`src/rtl/uart_arb_pkg.sv`:
```
// Shared types and sizes for the UART transmit arbiter.
package uart_arb_pkg;

  localparam int NREQ_MAX = 8;
  localparam int BYTE_W   = 8;

  typedef enum logic {
    EMPTY = 1'b0,
    FULL  = 1'b1
  } state_t;

endpackage

```
`src/rtl/uart_tx_arbiter_rr_pick.sv`:
```
// Rotating priority encoder: first set bit of req at or after ptr, wrapping at N.
// Purely combinational; idx/onehot are zero when nothing is requested.
module rr_pick #(
  parameter int N  = 4,
  parameter int IW = 2
) (
  input  logic [N-1:0]  req,
  input  logic [IW-1:0] ptr,
  output logic [N-1:0]  onehot,
  output logic [IW-1:0] idx,
  output logic          any
);

  // IW+1 bits hold ptr+k without overflow since both are below N <= 2**IW
  function automatic logic [IW-1:0] wrap_add(input logic [IW-1:0] p, input int k);
    logic [IW:0] s;
    s = {1'b0, p} + (IW+1)'(k);
    if (s >= (IW+1)'(N)) s = s - (IW+1)'(N);
    return s[IW-1:0];
  endfunction

  always_comb begin
    onehot = '0;
    idx    = '0;
    any    = 1'b0;
    for (int k = 0; k < N; k++) begin
      if (!any && req[wrap_add(ptr, k)]) begin
        any                     = 1'b1;
        idx                     = wrap_add(ptr, k);
        onehot[wrap_add(ptr, k)] = 1'b1;
      end
    end
  end

endmodule

```
`src/rtl/uart_tx_arbiter.sv`:
```
// Round-robin share of one uarttx among NREQ byte producers; grant is same-cycle, byte is presented next cycle.
// Backpressure: one-byte holding register, producers stall while full; UART_ARB_LOCK_EN enables grant locking.
module uart_tx_arbiter
  import uart_arb_pkg::*;
#(
  parameter int NREQ = 4,
  parameter int IDW  = 2
) (
  input  logic                   clk,
  input  logic                   rst,
  input  logic [NREQ*BYTE_W-1:0] req_data,
  input  logic [NREQ-1:0]        req_valid,
  input  logic [NREQ-1:0]        req_lock,
  output logic [NREQ-1:0]        req_ready,
  output logic [BYTE_W-1:0]      tx_data,
  output logic                   tx_valid,
  input  logic                   tx_ready,
  output logic [IDW-1:0]         tx_src,
  output logic                   busy
);

  state_t            state, state_nxt;
  logic [BYTE_W-1:0] hold;
  logic [IDW-1:0]    ptr;
  logic              lock_act;

  logic [NREQ-1:0]   cand;
  logic [NREQ-1:0]   pick_oh;
  logic [IDW-1:0]    pick_idx;
  logic              pick_any;
  logic              accept;
  logic              tx_fire;

  logic [BYTE_W-1:0] req_byte [NREQ];

  for (genvar i = 0; i < NREQ; i++) begin : g_lane
    assign req_byte[i] = req_data[i*BYTE_W +: BYTE_W];
  end

`ifdef UART_ARB_LOCK_EN
  logic [NREQ-1:0] src_mask;
  assign src_mask = NREQ'(1) << tx_src;
  // A locked grant narrows the candidates to the current owner only
  assign cand = lock_act ? (req_valid & src_mask) : req_valid;

  always_ff @(posedge clk) begin
    if (rst) begin
      lock_act <= 1'b0;
    end else if (accept) begin
      lock_act <= req_lock[pick_idx];
    end
  end
`else
  logic unused_lock;
  assign unused_lock = ^req_lock;
  assign lock_act    = 1'b0;
  assign cand        = req_valid;
`endif

  rr_pick #(
    .N  (NREQ),
    .IW (IDW)
  ) u_pick (
    .req    (cand),
    .ptr    (ptr),
    .onehot (pick_oh),
    .idx    (pick_idx),
    .any    (pick_any)
  );

  always_ff @(posedge clk) begin
    if (rst) begin
      state <= EMPTY;
    end else begin
      state <= state_nxt;
    end
  end

  always_comb begin
    state_nxt = state;
    req_ready = '0;
    accept    = 1'b0;
    tx_fire   = 1'b0;
    unique case (state)
      EMPTY: begin
        req_ready = pick_oh;
        if (pick_any) begin
          accept    = 1'b1;
          state_nxt = FULL;
        end
      end
      FULL: begin
        if (tx_ready) begin
          tx_fire   = 1'b1;
          state_nxt = EMPTY;
        end
      end
      default: state_nxt = EMPTY;
    endcase
  end

  always_ff @(posedge clk) begin
    if (rst) begin
      hold   <= '0;
      tx_src <= '0;
      ptr    <= '0;
    end else begin
      if (accept) begin
        hold   <= req_byte[pick_idx];
        tx_src <= pick_idx;
      end
      if (tx_fire && !lock_act) begin
        ptr <= (tx_src == IDW'(NREQ-1)) ? '0 : tx_src + IDW'(1);
      end
    end
  end

  assign tx_valid = (state == FULL);
  assign tx_data  = hold;
  assign busy     = (state == FULL) | lock_act;

endmodule
```
`config.mk`:
```
export PLATFORM = sky130hd
export DESIGN_NAME = uart_tx_arbiter
export DESIGN_NICKNAME = d
export VERILOG_FILES = /design/src/rtl/uart_arb_pkg.sv /design/src/rtl/uart_tx_arbiter_rr_pick.sv /design/src/rtl/uart_tx_arbiter.sv
export SDC_FILE = /design/constraint.sdc
export NUM_CORES = 1
export LEC_CHECK = 0
export CORE_MARGIN = 2
export CORE_UTILIZATION = 30
export DETAILED_ROUTE_END_ITERATION = 8
export DONT_BUFFER_PORTS = 1
export SLEW_MARGIN = 0
export SYNTH_ARGS = -nofsm -noshare
export SYNTH_HDL_FRONTEND = slang
export SYNTH_SLANG_ARGS = --single-unit
```
`constraint.sdc`:
```
create_clock -name clk -period 2.72 [get_ports clk]
set_input_delay 0.408 -clock clk [delete_from_list [all_inputs] [get_ports clk]]
set_output_delay 0.408 -clock clk [all_outputs]
set_load 0.02 [all_outputs]
```
### Word level (Yosys, flattened, before mapping)

Index checks and enable logic that the tools add are counted.

| storage, ports and cells | value |
|---|---|
| memory bits (read-only) | 0 |
| word-level logic and storage cells | 92 |
| memories | 0 |
| latch bits | 0 |
| RAM bits | 0 |
| output and inout bits | 16 |
| bits in registers | 13 |
| bits of input ports | 43 |

| cells by class | value |
|---|---|
| divide/modulo/power cells | 0 |
| $mul | 0 |
| shift-type cells | 0 |
| add/sub/neg operators | 8 |
| bitwise logic cells | 5 |
| reductions and logical operators | 10 |
| equal/unequal tests | 1 |
| magnitude comparators | 17 |
| muxes and demuxes | 47 |

Operator list:

| cell | number |
|---|---|
| two-way mux 2 bit | 13 |
| less-than comparator 2 x 3 -> 1 bit (second input constant) | 8 |
| two-way mux 4 bit | 5 |
| two-way mux 1 bit | 17 |
| binary-select mux 8 bit (select 2 bit) | 1 |
| two-way mux 8 bit | 2 |
| greater-or-equal comparator 3 bit (second input constant) | 4 |
| bitwise OR 4 bit | 3 |
| binary-select mux 1 bit (select 2 bit) | 4 |
| demux 1 bit (select 2 bit) | 4 |
| greater-or-equal comparator 2 x 1 -> 1 bit (second input constant) | 4 |
| subtractor 2 x 1 -> 2 bit (second input constant) | 4 |
| logical AND 1 bit | 7 |
| adder 2 x 2 -> 3 bit (second input constant) | 2 |
| adder 2 x 1 -> 3 bit (second input constant) | 1 |
| greater-or-equal comparator 2 x 3 -> 1 bit (second input constant) | 1 |
| logical NOT 1 bit | 3 |
| NOT 2 -> 3 bit | 1 |
| adder 2 x 1 -> 2 bit (second input constant) | 1 |
| equality test 2 bit (second input constant) | 1 |
| one-hot mux 1 bit (2 select lines) | 1 |
| NOT 1 bit | 1 |

### Depth between registers and ports, before layout

| logic depth | value |
|---|---|
| depth in word-level cells | 21 |
| depth in mapped cells | 11 |
| depth with buffers taken out | 8 |

### Cells and area by module

A second synthesis with hierarchy kept.

| second synthesis, totals | value |
|---|---|
| cells, all modules | 106 |
| area total of the unflattened synthesis | 1122.3 um^2 |

By module, submodules not included:

| module | area each (um^2) | cells an instance | times used | seq. area each (um^2) |
|---|---|---|---|---|
| uart_tx_arbiter | 703.2 | 61 | 1 | 260.2 |
| rr_pick | 419.2 | 45 | 1 | 0.0 |

### Worst setup path after synthesis

Ideal clock, no wire load.

| timing | value |
|---|---|
| kind | flip-flop to output port |
| start | register ptr[0] |
| end | output req_ready[0] |
| cell stages (with the launch flop) | 10 |
| path slack | -0.407 ns |
| data arrival time | 2.719 ns |
| buffers on the path | 2 |
| required time | 2.312 ns |
| cells stage by stage | dfxtp_1 > buf_6 > clkinv_1 > ha_1 > clkbuf_1 > or3b_1 > a2111oi_0 > nand2b_1 > a221oi_1 > nor2_1 |

| on the way | value |
|---|---|
| word-level cells in the longest chain between the ends | 15 |
| elaborated cells on any way between the ends | 64 |
| those cells by class | 7 x add/sub; 12 x order compare; 32 x mux; 3 x bitwise; 10 x reduce/logical |

RTL lines:

| item | line | text |
|---|---|---|
| from (decl) | uart_tx_arbiter.sv:24 | `logic [IDW-1:0] ptr;` |
| from (signal assigned) | uart_tx_arbiter.sv:113 | `ptr <= (tx_src == IDW'(NREQ-1)) ? '0 : tx_src + IDW'(1);` |
| adder 2 x 1 -> 3 bit, or another cell as far along | uart_tx_arbiter_rr_pick.sv:17 | `s = {1'b0, p} + (IW+1)'(k);` |
| greater-or-equal comparator 3 bit, or another cell as far along | uart_tx_arbiter_rr_pick.sv:18 | `if (s >= (IW+1)'(N)) s = s - (IW+1)'(N);` |
| two-way mux 2 bit, or another cell as far along | uart_tx_arbiter_rr_pick.sv:18 |  |
| two-way mux 2 bit, or another cell as far along | uart_tx_arbiter_rr_pick.sv:27 | `if (!any && req[wrap_add(ptr, k)]) begin` |
| less-than comparator 2 x 3 -> 1 bit (implied by the code), or another cell as far along | uart_tx_arbiter_rr_pick.sv:30 | `onehot[wrap_add(ptr, k)] = 1'b1;` |
| logical AND 1 bit (implied by the code), or another cell as far along | uart_tx_arbiter_rr_pick.sv:30 |  |
| two-way mux 1 bit (implied by the code), or another cell as far along | uart_tx_arbiter_rr_pick.sv:30 |  |
| demux 1 bit (select 2 bit), or another cell as far along | n/a |  |
| bitwise OR 4 bit (no source line) / logical NOT 1 bit (equally long branches) | n/a |  |
| two-way mux 4 bit / logical AND 1 bit (equally long branches) | uart_tx_arbiter_rr_pick.sv:27 |  |
| bitwise OR 4 bit (no source line) / two-way mux 1 bit (equally long branches) | n/a |  |
| two-way mux 4 bit / logical NOT 1 bit (equally long branches) | uart_tx_arbiter_rr_pick.sv:27 |  |
| bitwise OR 4 bit (no source line) / logical AND 1 bit (equally long branches) | n/a |  |
| two-way mux 4 bit * | uart_tx_arbiter_rr_pick.sv:27 |  |
| two-way mux 4 bit * | uart_tx_arbiter.sv:84 | `unique case (state)` |
| to (decl) | uart_tx_arbiter.sv:14 | `output logic [NREQ-1:0] req_ready,` |

Mark *: on every way between the ends. The rest lies on a longest branch, timed or not. The select of a mux whose other input is x is not followed.

### Final worst setup path

Same ends and word-level chain as after synthesis.

==> results.cfg <==
[placed_design]
port_buffers = 0
dp_hpwl_um = 3220
gp_congestion = 0.823
pre_cts_ws_ns = 0.0883

[timing]
final.setup.tns_ns = 0
slew_headroom = 0.495
finalHoldViolCount = 0
fin_worst_skew_ns = 0.00301
rsz0062_at_grt = no
drv_slew = 0
setup_viol = 0
fmax_ghz = 0.386
period_minus_slack_ns = 2.59
period_share = 0.951
fin_ws_ns = 0.132
worst_pin_slew_ns = 0.755

[global_route]
grt_pass1_wl_um = 7090
antenna_found_initial = 0
grt_overflow = 0
grt_pass1_vias = 1488
grt_usage = 0.160
grt_start_max_net_pins = 17

[logic_synthesis]
synth-main-ff-cell = dfxtp_1
syn_area_um2 = 1500
synth_edf_count = 0
synth_area_leaders = dfxtp_1 17%, ha_1 6.7%, mux2i_1 6.0%, nor2_1 6.0%, nand3_1 5.0%
syn_inst = 191
ys_types = 45
avgSynthCellArea_um2 = 7.83
synth_fp_nets = 242
synth_area_leader_cell = dfxtp_1
synth-seq-cells = 13
yosysSeqAreaShare = 0.174
yosysWarnings = 0
async_flop_share = 0
netlist.area_leader.share = 0.174

[floorplan]
die_x_um = 74.6
fp.dieH_um = 74.6
core_um2 = 4750
num_rows = 25
io_pins = 59
start_util = 0.315
die_area_um2 = 5570

[cts]
numCtsBuffers = 3
cts_tree = built
cts.path.max_buffers = 2
clock_latency_ns = 0.24
cts_max_level = 1
clock-sinks = 13
root_buffer = clkbuf_8
clk_pin_slew_ns = 0.05

[worst_setup_path]
r2r-end = tx_data[6]
critPathRequiredTime_ns = 2.31
rr_worst_depth = 7
crit-reg2reg-launch = ptr[0]
cp_slowest_stage_delay_ns = 0.39
crit_arrival_ns = 2.18
cp_max_fo = 6
reg2reg_slack_ns = 0.15
cp_slowest_cell = dfxtp_4
endpoint_kind = output pin
crit_type = flop to output pin
crit_chain = clkinv_4, ha_4, or3b_4, a2111oi_4, nand2b_4, a221oi_2, nor2_2
start_kind = flop

[pwr]
p_leak_uw = 0.000641
power_frac_clock = 0.221
power_frac_seq = 0.321
p_int_uw = 489
p_per_area_nw_per_um2 = 442
switching_share = 0.386
max-vdd-ir-drop_uv = 249
power_frac_comb = 0.458
switching_power_uw = 308

[final_layout]
nFillCells = 520
diodes = 0
mostFrequentLayoutCells = 20 x nor2_1, 17 x buf_4, 15 x nand3_1
drive_above_1_share = 0.255
area_delta_synth_final_pct = 20.3
final_nets = 248
final_common_cell = nor2_1

[hold_path]
hp-class = primary input to flop
hold_depth = 1
hold_start = rst
hold_end = ptr[0]

[detailed_routing]
ant_nets = 0
remaining_drc_errors = 0
routed_via_density = 5.77
vias = 1518
wirelength_um = 4370
drtPass1Iterations = 4
drt_iter0_drc = 102
wire_per_inst_um = 16.6

[job]
cap_violations = 0

[outcome]
status = completed
[area by class of cell]
type                       instances  area [um^2]  share of cell area
inverter                           6         27.5              0.0153
multi-input combinational        154         1220               0.678
tap                               67         83.8              0.0466
clock buffer                       4         45.0              0.0250
timing repair buffer              19          159              0.0883
sequential                        13          264               0.147
[Yosys cell counts (5+ instances only)]
master / number
nor2_1: 24
a22o_1: 5
mux2i_1: 9
nand3_1: 15
a221oi_1: 5
nor2b_1: 5
a21oi_1: 9
a22oi_1: 5
nand2_1: 9
nor4_1: 8
a2111oi_1: 5
dfxtp_1: 13
nor3b_1: 7
clkbuf_1: 12
ha_1: 8
[worst max-delay path, delay by kind of cell, from the launching register on]
kind	cells	cell delay, ns
AND/OR/NAND/NOR	3	0.86
flip-flops	1	0.39
AO/OA/AOI/OAI	2	0.38
adder cells (fa/ha/maj)	1	0.25
buffers and inverters	1	0.06
[cell families (layout without fill, tap and decap cells)]
group	after synthesis	in the layout	share of synthesized area
adders and majority gates	8	8	0.0669
buffers and inverters	24	29	0.0711
DFF	13	13	0.174
and+or+nand+nor	80	80	0.276
AOI/OAI and AO/OA	51	51	0.284
muxes	15	15	0.128
[sequential cells by signal (all words and copies together) (netlist names)]
register and cells:
tx_src 2, busy 1, tx_data 8, ptr 2
[worst max-delay path by stage]
stage	from	endpoint	slack, ns	cells past startpoint
2_1_floorplan	ptr[0]	req_ready[0]	0.01	9
6_report	ptr[0]	req_ready[0]	0.13	7
4_1_cts	ptr[0]	req_ready[0]	0.003	7
5_1_grt	ptr[0]	req_ready[0]	0.02	7
3_5_place_dp	ptr[0]	tx_data[3]	0.09	7
3_3_place_gp	ptr[0]	tx_data[3]	0.13	7
[per-stage QoR]
step,utilization,instances,total power [uW],instance area [um^2],hold slack [ns]
finish,0.379,263,797,1800,0.225
floorplan,-,191,523,1530,0.554
CTS,0.365,262,786,1740,0.221
detailed placement,0.352,258,604,1670,0.479
global route,0.379,263,848,1800,0.217
global placement,0.352,258,598,1670,0.478
[power groups by stage]
stage / logic [uW] / registers [uW] / clock network (uW)
after floorplan: 265 / 258 / 0
final: 365 / 256 / 176
after global placement: 338 / 260 / 0
after CTS: 348 / 256 / 181
after detailed placement: 343 / 261 / 0
after global routing: 402 / 260 / 186
[what timing repair did]
action / in CTS / in global routing
hold buffers: 0 / 0
cloned: 0 / 0
buffers inserted: 0 / 1
pin swaps: 2 / 2
resized for setup: 4 / 9
setup endpoints to repair: 4 / 9
[layer usage]
metal | GRT usage | vias to the layer above | part of all wire
li1 | - | 743 | -
met1 | 0.214 | 709 | 0.44
met2 | 0.259 | 60 | 0.45
met3 | 0.0388 | 6 | 0.097
met4 | 0.0397 | 0 | 0.010
met5 | 0 | - | 0
Note: power is estimated with default switching activity, not from simulation.
==> edit 1 (same settings) <==
The parameter `NREQ` goes from 4 to 2.
--- a/src/rtl/uart_tx_arbiter.sv
+++ b/src/rtl/uart_tx_arbiter.sv
@@ -5,3 +5,3 @@
 #(
-  parameter int NREQ = 4,
+  parameter int NREQ = 2,
   parameter int IDW  = 2
Ports: changed (resized req_data, req_lock, req_ready and req_valid); port bits go from 59 to 37. No check against the original RTL was run, so the function may have changed too.
==> edit 1 against the original RTL <==
Worst setup slack better by 0.67 ns; via count is 63% lower; global-route usage is 2.7 points lower; cell count is 62% lower; synthesized cell count is 61% lower; sequential cell count stayed put; synthesized area is 54% lower; total power is 47% lower; design area is 63% lower; clock skew is 0.0028 ns higher; routed wire length is 63% lower; highest routed layer unchanged.
==> edit 1: results (changes against the original RTL) <==
<table>
<tr><th>Metric</th><th>Value</th></tr>
<tr><th colspan="2">Run status</th></tr>
<tr><td>Result of the run</td><td>completed (unchanged)</td></tr>
<tr><th colspan="2">Timing</th></tr>
<tr><td>Worst hold slack across all endpoints</td><td>0.182 ns (was 0.225 ns)</td></tr>
<tr><td>Final Skew</td><td>0.00576 ns (was 0.00301 ns)</td></tr>
<tr><td>Worst Max-Slew Pin Slew</td><td>0.677 ns (was 0.755 ns)</td></tr>
<tr><th colspan="2">Layout</th></tr>
<tr><td>Number of nets in the final layout</td><td>95 (was 248)</td></tr>
<tr><td>Layout cells sized above 1</td><td>14.1% (was 25.5%)</td></tr>
<tr><th colspan="2">GRT</th></tr>
<tr><td>Via count of the first global-routing pass</td><td>554 (was 1488)</td></tr>
<tr><td>Global router's overall resource usage</td><td>13.2% (was 16.0%)</td></tr>
<tr><th colspan="2">Worst setup path</th></tr>
<tr><td>Arrival time at the worst endpoint</td><td>1.51 ns (was 2.18 ns)</td></tr>
<tr><td>Worst R2R Path Depth</td><td>3 (was 7)</td></tr>
<tr><th colspan="2">Placed design</th></tr>
<tr><td>Place WS</td><td>1.11 ns (was 0.0883 ns)</td></tr>
<tr><td>Routability congestion estimate</td><td>0.734 (was 0.823)</td></tr>
<tr><td>Area after detailed placement</td><td>638 um2 (was 0.00167 mm2)</td></tr>
<tr><th colspan="2">Power and ir drop</th></tr>
<tr><td>Maximum ir drop on the vdd rail</td><td>0.300 mV (was 0.249 mV)</td></tr>
<tr><th colspan="2">Detailed routing</th></tr>
<tr><td>Routed length on met3</td><td>208 um (was 425 um)</td></tr>
<tr><td>Number of DRC markers in iteration 0</td><td>16 (was 102)</td></tr>
<tr><td>Routed length on met2</td><td>753 um (was 1990 um)</td></tr>
<tr><td>DR vias/cell</td><td>5.74 (was 5.77)</td></tr>
<tr><th colspan="2">Yosys</th></tr>
<tr><td>Unique masters post-synth</td><td>24 (was 45)</td></tr>
<tr><td>Post-synthesis sequential area ratio</td><td>38.1% (was 17.4%)</td></tr>
<tr><td>Cell types occupying the most area after synthesis</td><td>sky130_fd_sc_hd__dfxtp_1 (38%), sky130_fd_sc_hd__a311oi_1 (9.0%), sky130_fd_sc_hd__o21ai_0 (6.6%), sky130_fd_sc_hd__buf_6 (6.6%), sky130_fd_sc_hd__nand3_1 (5.9%) (was sky130_fd_sc_hd__dfxtp_1 (17%), sky130_fd_sc_hd__ha_1 (6.7%), sky130_fd_sc_hd__mux2i_1 (6.0%), sky130_fd_sc_hd__nor2_1 (6.0%), sky130_fd_sc_hd__nand3_1 (5.0%))</td></tr>
<tr><td>Number of nets in the synthesized netlist</td><td>97 (was 242)</td></tr>
<tr><th colspan="2">Clock tree</th></tr>
<tr><td>Number of cells upsized or downsized after cts</td><td>0 (was 4)</td></tr>
<tr><td>Clock slew at the register clock pins of the worst setup and hold paths</td><td>0.08 ns (was 0.05 ns)</td></tr>
<tr><td>Buffer type at the clock tree root</td><td>sky130_fd_sc_hd__clkbuf_4 (was sky130_fd_sc_hd__clkbuf_8)</td></tr>
</table>
-- edit 1: cell types whose count changed after synthesis, moves of 7 or more --
cell                       unedited run  this run
sky130_fd_sc_hd__nor2_1              24         8
sky130_fd_sc_hd__clkbuf_1            12         0
sky130_fd_sc_hd__mux2i_1              9         0
sky130_fd_sc_hd__ha_1                 8         0
sky130_fd_sc_hd__nor4_1               8         0
sky130_fd_sc_hd__a21oi_1              9         2
sky130_fd_sc_hd__a311oi_1             0         7
sky130_fd_sc_hd__nand2_1              9         2
sky130_fd_sc_hd__nand3_1             15         8
-- edit 1: per-layer routing --
| layer | global-route usage, % | vias up |
|---|---|---|
| met3 | 8.62 | 2 |
| met2 | 20.1 | 32 |
| met1 | 15.5 | 265 |
| met4 | 3.07 | 0 |
| met5 | 0 | - |
| li1 | - | 269 |
-- edit 1: final cells by class --
cell class	count	area, um2
inverters	2	7.51
well taps	28	35.0
multi-input cells	52	335
flip-flops and latches	13	260
fillers	246	1530
clock buffers	4	26.3
-- edit 1: per-stage QoR --
step	utilization, %	total power [W]	cells
floorplan	-	0.000310	74
global placement	29.1	0.000299	95
detailed placement	29.1	0.000301	95
CTS	30.3	0.000425	99
global route	30.3	0.000449	99
finish	30.3	0.000419	99
-- edit 1: worst max-delay path, cell delays in order (launching register included) --
cell and delay, ns:
sky130_fd_sc_hd__dfxtp_1 0.39, sky130_fd_sc_hd__and2b_2 0.30, sky130_fd_sc_hd__nor3_1 0.54
-- edit 1: power by group --
| group | leakage [nW] | internal (W) | switching (W) |
|---|---|---|---|
| clock network | 0.0150 | 0.0000569 | 0.0000664 |
| registers | 0.107 | 0.000206 | 0.0000327 |
| logic | 0.0968 | 0.0000244 | 0.0000333 |
| total | 0.219 | 0.000287 | 0.000132 |
-- edit 1: cells by family after synthesis --
logic type	Yosys count	synth area share (%)
buf+inv	9	12.8
flops	13	38.1
compound gates	24	27.3
simple gates	28	21.8
-- edit 1: how the worst max path moves through the flow --
stage	end	slack, ns	depth (start not counted)
2_1_floorplan	req_ready[1]	1.22	2
3_3_place_gp	req_ready[1]	1.12	2
3_5_place_dp	req_ready[1]	1.11	2
4_1_cts	req_ready[1]	0.79	2
5_1_grt	req_ready[1]	0.70	2
6_report	req_ready[1]	0.81	2
==> edit 2 (same flow settings) <==
Without the edit above. The option `UART_ARB_LOCK_EN` is turned on by a define.
--- a/src/rtl/uart_tx_arbiter.sv
+++ b/src/rtl/uart_tx_arbiter.sv
@@ -2,2 +2,4 @@
 // Backpressure: one-byte holding register, producers stall while full; UART_ARB_LOCK_EN enables grant locking.
+`define UART_ARB_LOCK_EN
+
 module uart_tx_arbiter
Check against the original RTL: not equivalent (a bounded check fails within 4 cycles, from zero or initial values and one cycle with rst high).
==> edit 2 against the original RTL <==
The run now ends with setup timing left; design area rose by 7.2%; global-route usage fell by 1.5 points; core utilization fell by 0.31 points; routed wire length rose by 1.5%; sequential cell count rose by 1; register-to-register slack got worse by 0.15 ns; cell count fell by 1.1%; worst setup slack got worse by 0.16 ns; synthesized area rose by 7.2%; largest cell class unchanged.
Power is not compared: it rests on default switching activity, and its combinational part moved more than twofold at a synthesized area within 25%.
==> edit 2: results (changes against the original RTL) <==
<table>
<tr><th>Metric</th><th>Value</th></tr>
<tr><th colspan="2">Run status</th></tr>
<tr><td>Result of the run</td><td>finished, violations left (was completed)</td></tr>
<tr><td>Failing checks</td><td>setup timing</td></tr>
<tr><th colspan="2">Worst setup path</th></tr>
<tr><td>Register-to-register setup slack</td><td>0 ns (was 0.15 ns)</td></tr>
<tr><td>FF-to-FF Start</td><td>tx_src[0]$_SDFFE_PP0P_ (was ptr[0]$_SDFFE_PP0P_)</td></tr>
<tr><td>Maximum fanout along the worst path</td><td>5 (was 6)</td></tr>
<tr><td>Reg-to-reg endpoint</td><td>tx_data[1]$_SDFFE_PP0P_ (was tx_data[6]$_SDFFE_PP0P_)</td></tr>
<tr><th colspan="2">GRT</th></tr>
<tr><td>Largest net degree at the start of global routing</td><td>19 (was 17)</td></tr>
<tr><td>Met3 Resource Use GR</td><td>4.94% (was 3.88%)</td></tr>
<tr><td>Global routing usage on met2</td><td>24.8% (was 25.9%)</td></tr>
<tr><th colspan="2">Yosys</th></tr>
<tr><td>Post-synthesis sequential area ratio</td><td>17.5% (was 17.4%)</td></tr>
<tr><td>Number of nets in the synthesized netlist</td><td>232 (was 242)</td></tr>
<tr><td>Area share of fa/ha/maj cells after synthesis</td><td>9.36% (was 6.69%)</td></tr>
<tr><td>Mux contribution to synthesized area</td><td>8.89% (was 12.8%)</td></tr>
<tr><th colspan="2">Layout</th></tr>
<tr><td>Number of nets in the final layout</td><td>247 (was 248)</td></tr>
<tr><td>Number of non-clock inverters</td><td>13 (was 6)</td></tr>
<tr><td>Clock buffer cells</td><td>3 (was 4)</td></tr>
<tr><td>Layout multi-input combinational cell count</td><td>141 (was 154)</td></tr>
<tr><th colspan="2">Detailed routing</th></tr>
<tr><td>Number of DRC markers in iteration 0</td><td>40 (was 102)</td></tr>
<tr><th colspan="2">Placed design</th></tr>
<tr><td>Routability congestion estimate</td><td>0.794 (was 0.823)</td></tr>
<tr><td>Place WS</td><td>-0.0144 ns (was 0.0883 ns)</td></tr>
<tr><th colspan="2">Timing</th></tr>
<tr><td>Final Skew</td><td>0.00160 ns (was 0.00301 ns)</td></tr>
<tr><td>Number of failing setup endpoints in the final timing report</td><td>3 (was 0)</td></tr>
<tr><td>Setup slack after layout</td><td>-0.0272 ns (was 0.132 ns)</td></tr>
<tr><td>Worst hold slack across all endpoints</td><td>0.224 ns (was 0.225 ns)</td></tr>
<tr><th colspan="2">Floorplan</th></tr>
<tr><td>Total Die Area</td><td>0.00595 mm2 (was 0.00557 mm2)</td></tr>
</table>
-- edit 2: changes by cell type in the layout (fill, tap and decap cells not counted), sizes merged, moves of 5 or more --
cell and change:
a22o -5, nand3 -13, a211oi +15, inv +9
a2111oi -6, nor2 -16, nor4 -6
-- edit 2: report_power, final --
group          internal [W]  switching (W)
Sequential         0.000265       0.000112
Combinational      0.000437       0.000515
Clock             0.0000980      0.0000711
-- edit 2: timing repair --
| item | 4_1_cts | 5_1_grt |
|---|---|---|
| gates resized for setup | 17 | 9 |
| setup endpoints to repair | 7 | 13 |
| setup buffers | 2 | 1 |
| pin swaps | 6 | 5 |
-- edit 2: per-stage QoR --
stage,std cells,setup TNS [ns],util (%)
after floorplan,177,0,-
after global placement,254,0,34.2
after global routing,260,-0.949,37.6
final,260,-0.0600,37.6
after detailed placement,254,-0.0167,34.2
after CTS,259,-0.0254,36.5
-- edit 2: how the worst max path moves through the flow --
stage	startpoint	endpoint	slack, ns	depth (start not counted)
2_1_floorplan	tx_src[0]$_SDFFE_PP0P_	req_ready[2]	0.03	7
4_1_cts	tx_src[0]$_SDFFE_PP0P_	req_ready[2]	-0.02	8
3_3_place_gp	tx_src[0]$_SDFFE_PP0P_	lock_act$_SDFFE_PP0P_	0.07	9
5_1_grt	tx_src[0]$_SDFFE_PP0P_	req_ready[2]	-0.12	8
3_5_place_dp	tx_src[0]$_SDFFE_PP0P_	tx_data[7]$_SDFFE_PP0P_	-0.01	10
6_report	tx_src[0]$_SDFFE_PP0P_	req_ready[2]	-0.03	8
-- edit 2: kinds of logic after synthesis --
logic type,count (synthesis)
XOR/XNOR,1
buffers and inverters,22
flip-flops,14
AO/OA/AOI/OAI,67
multiplexers,13
AND/OR/NAND/NOR,48
adder cells (fa/ha/maj),12
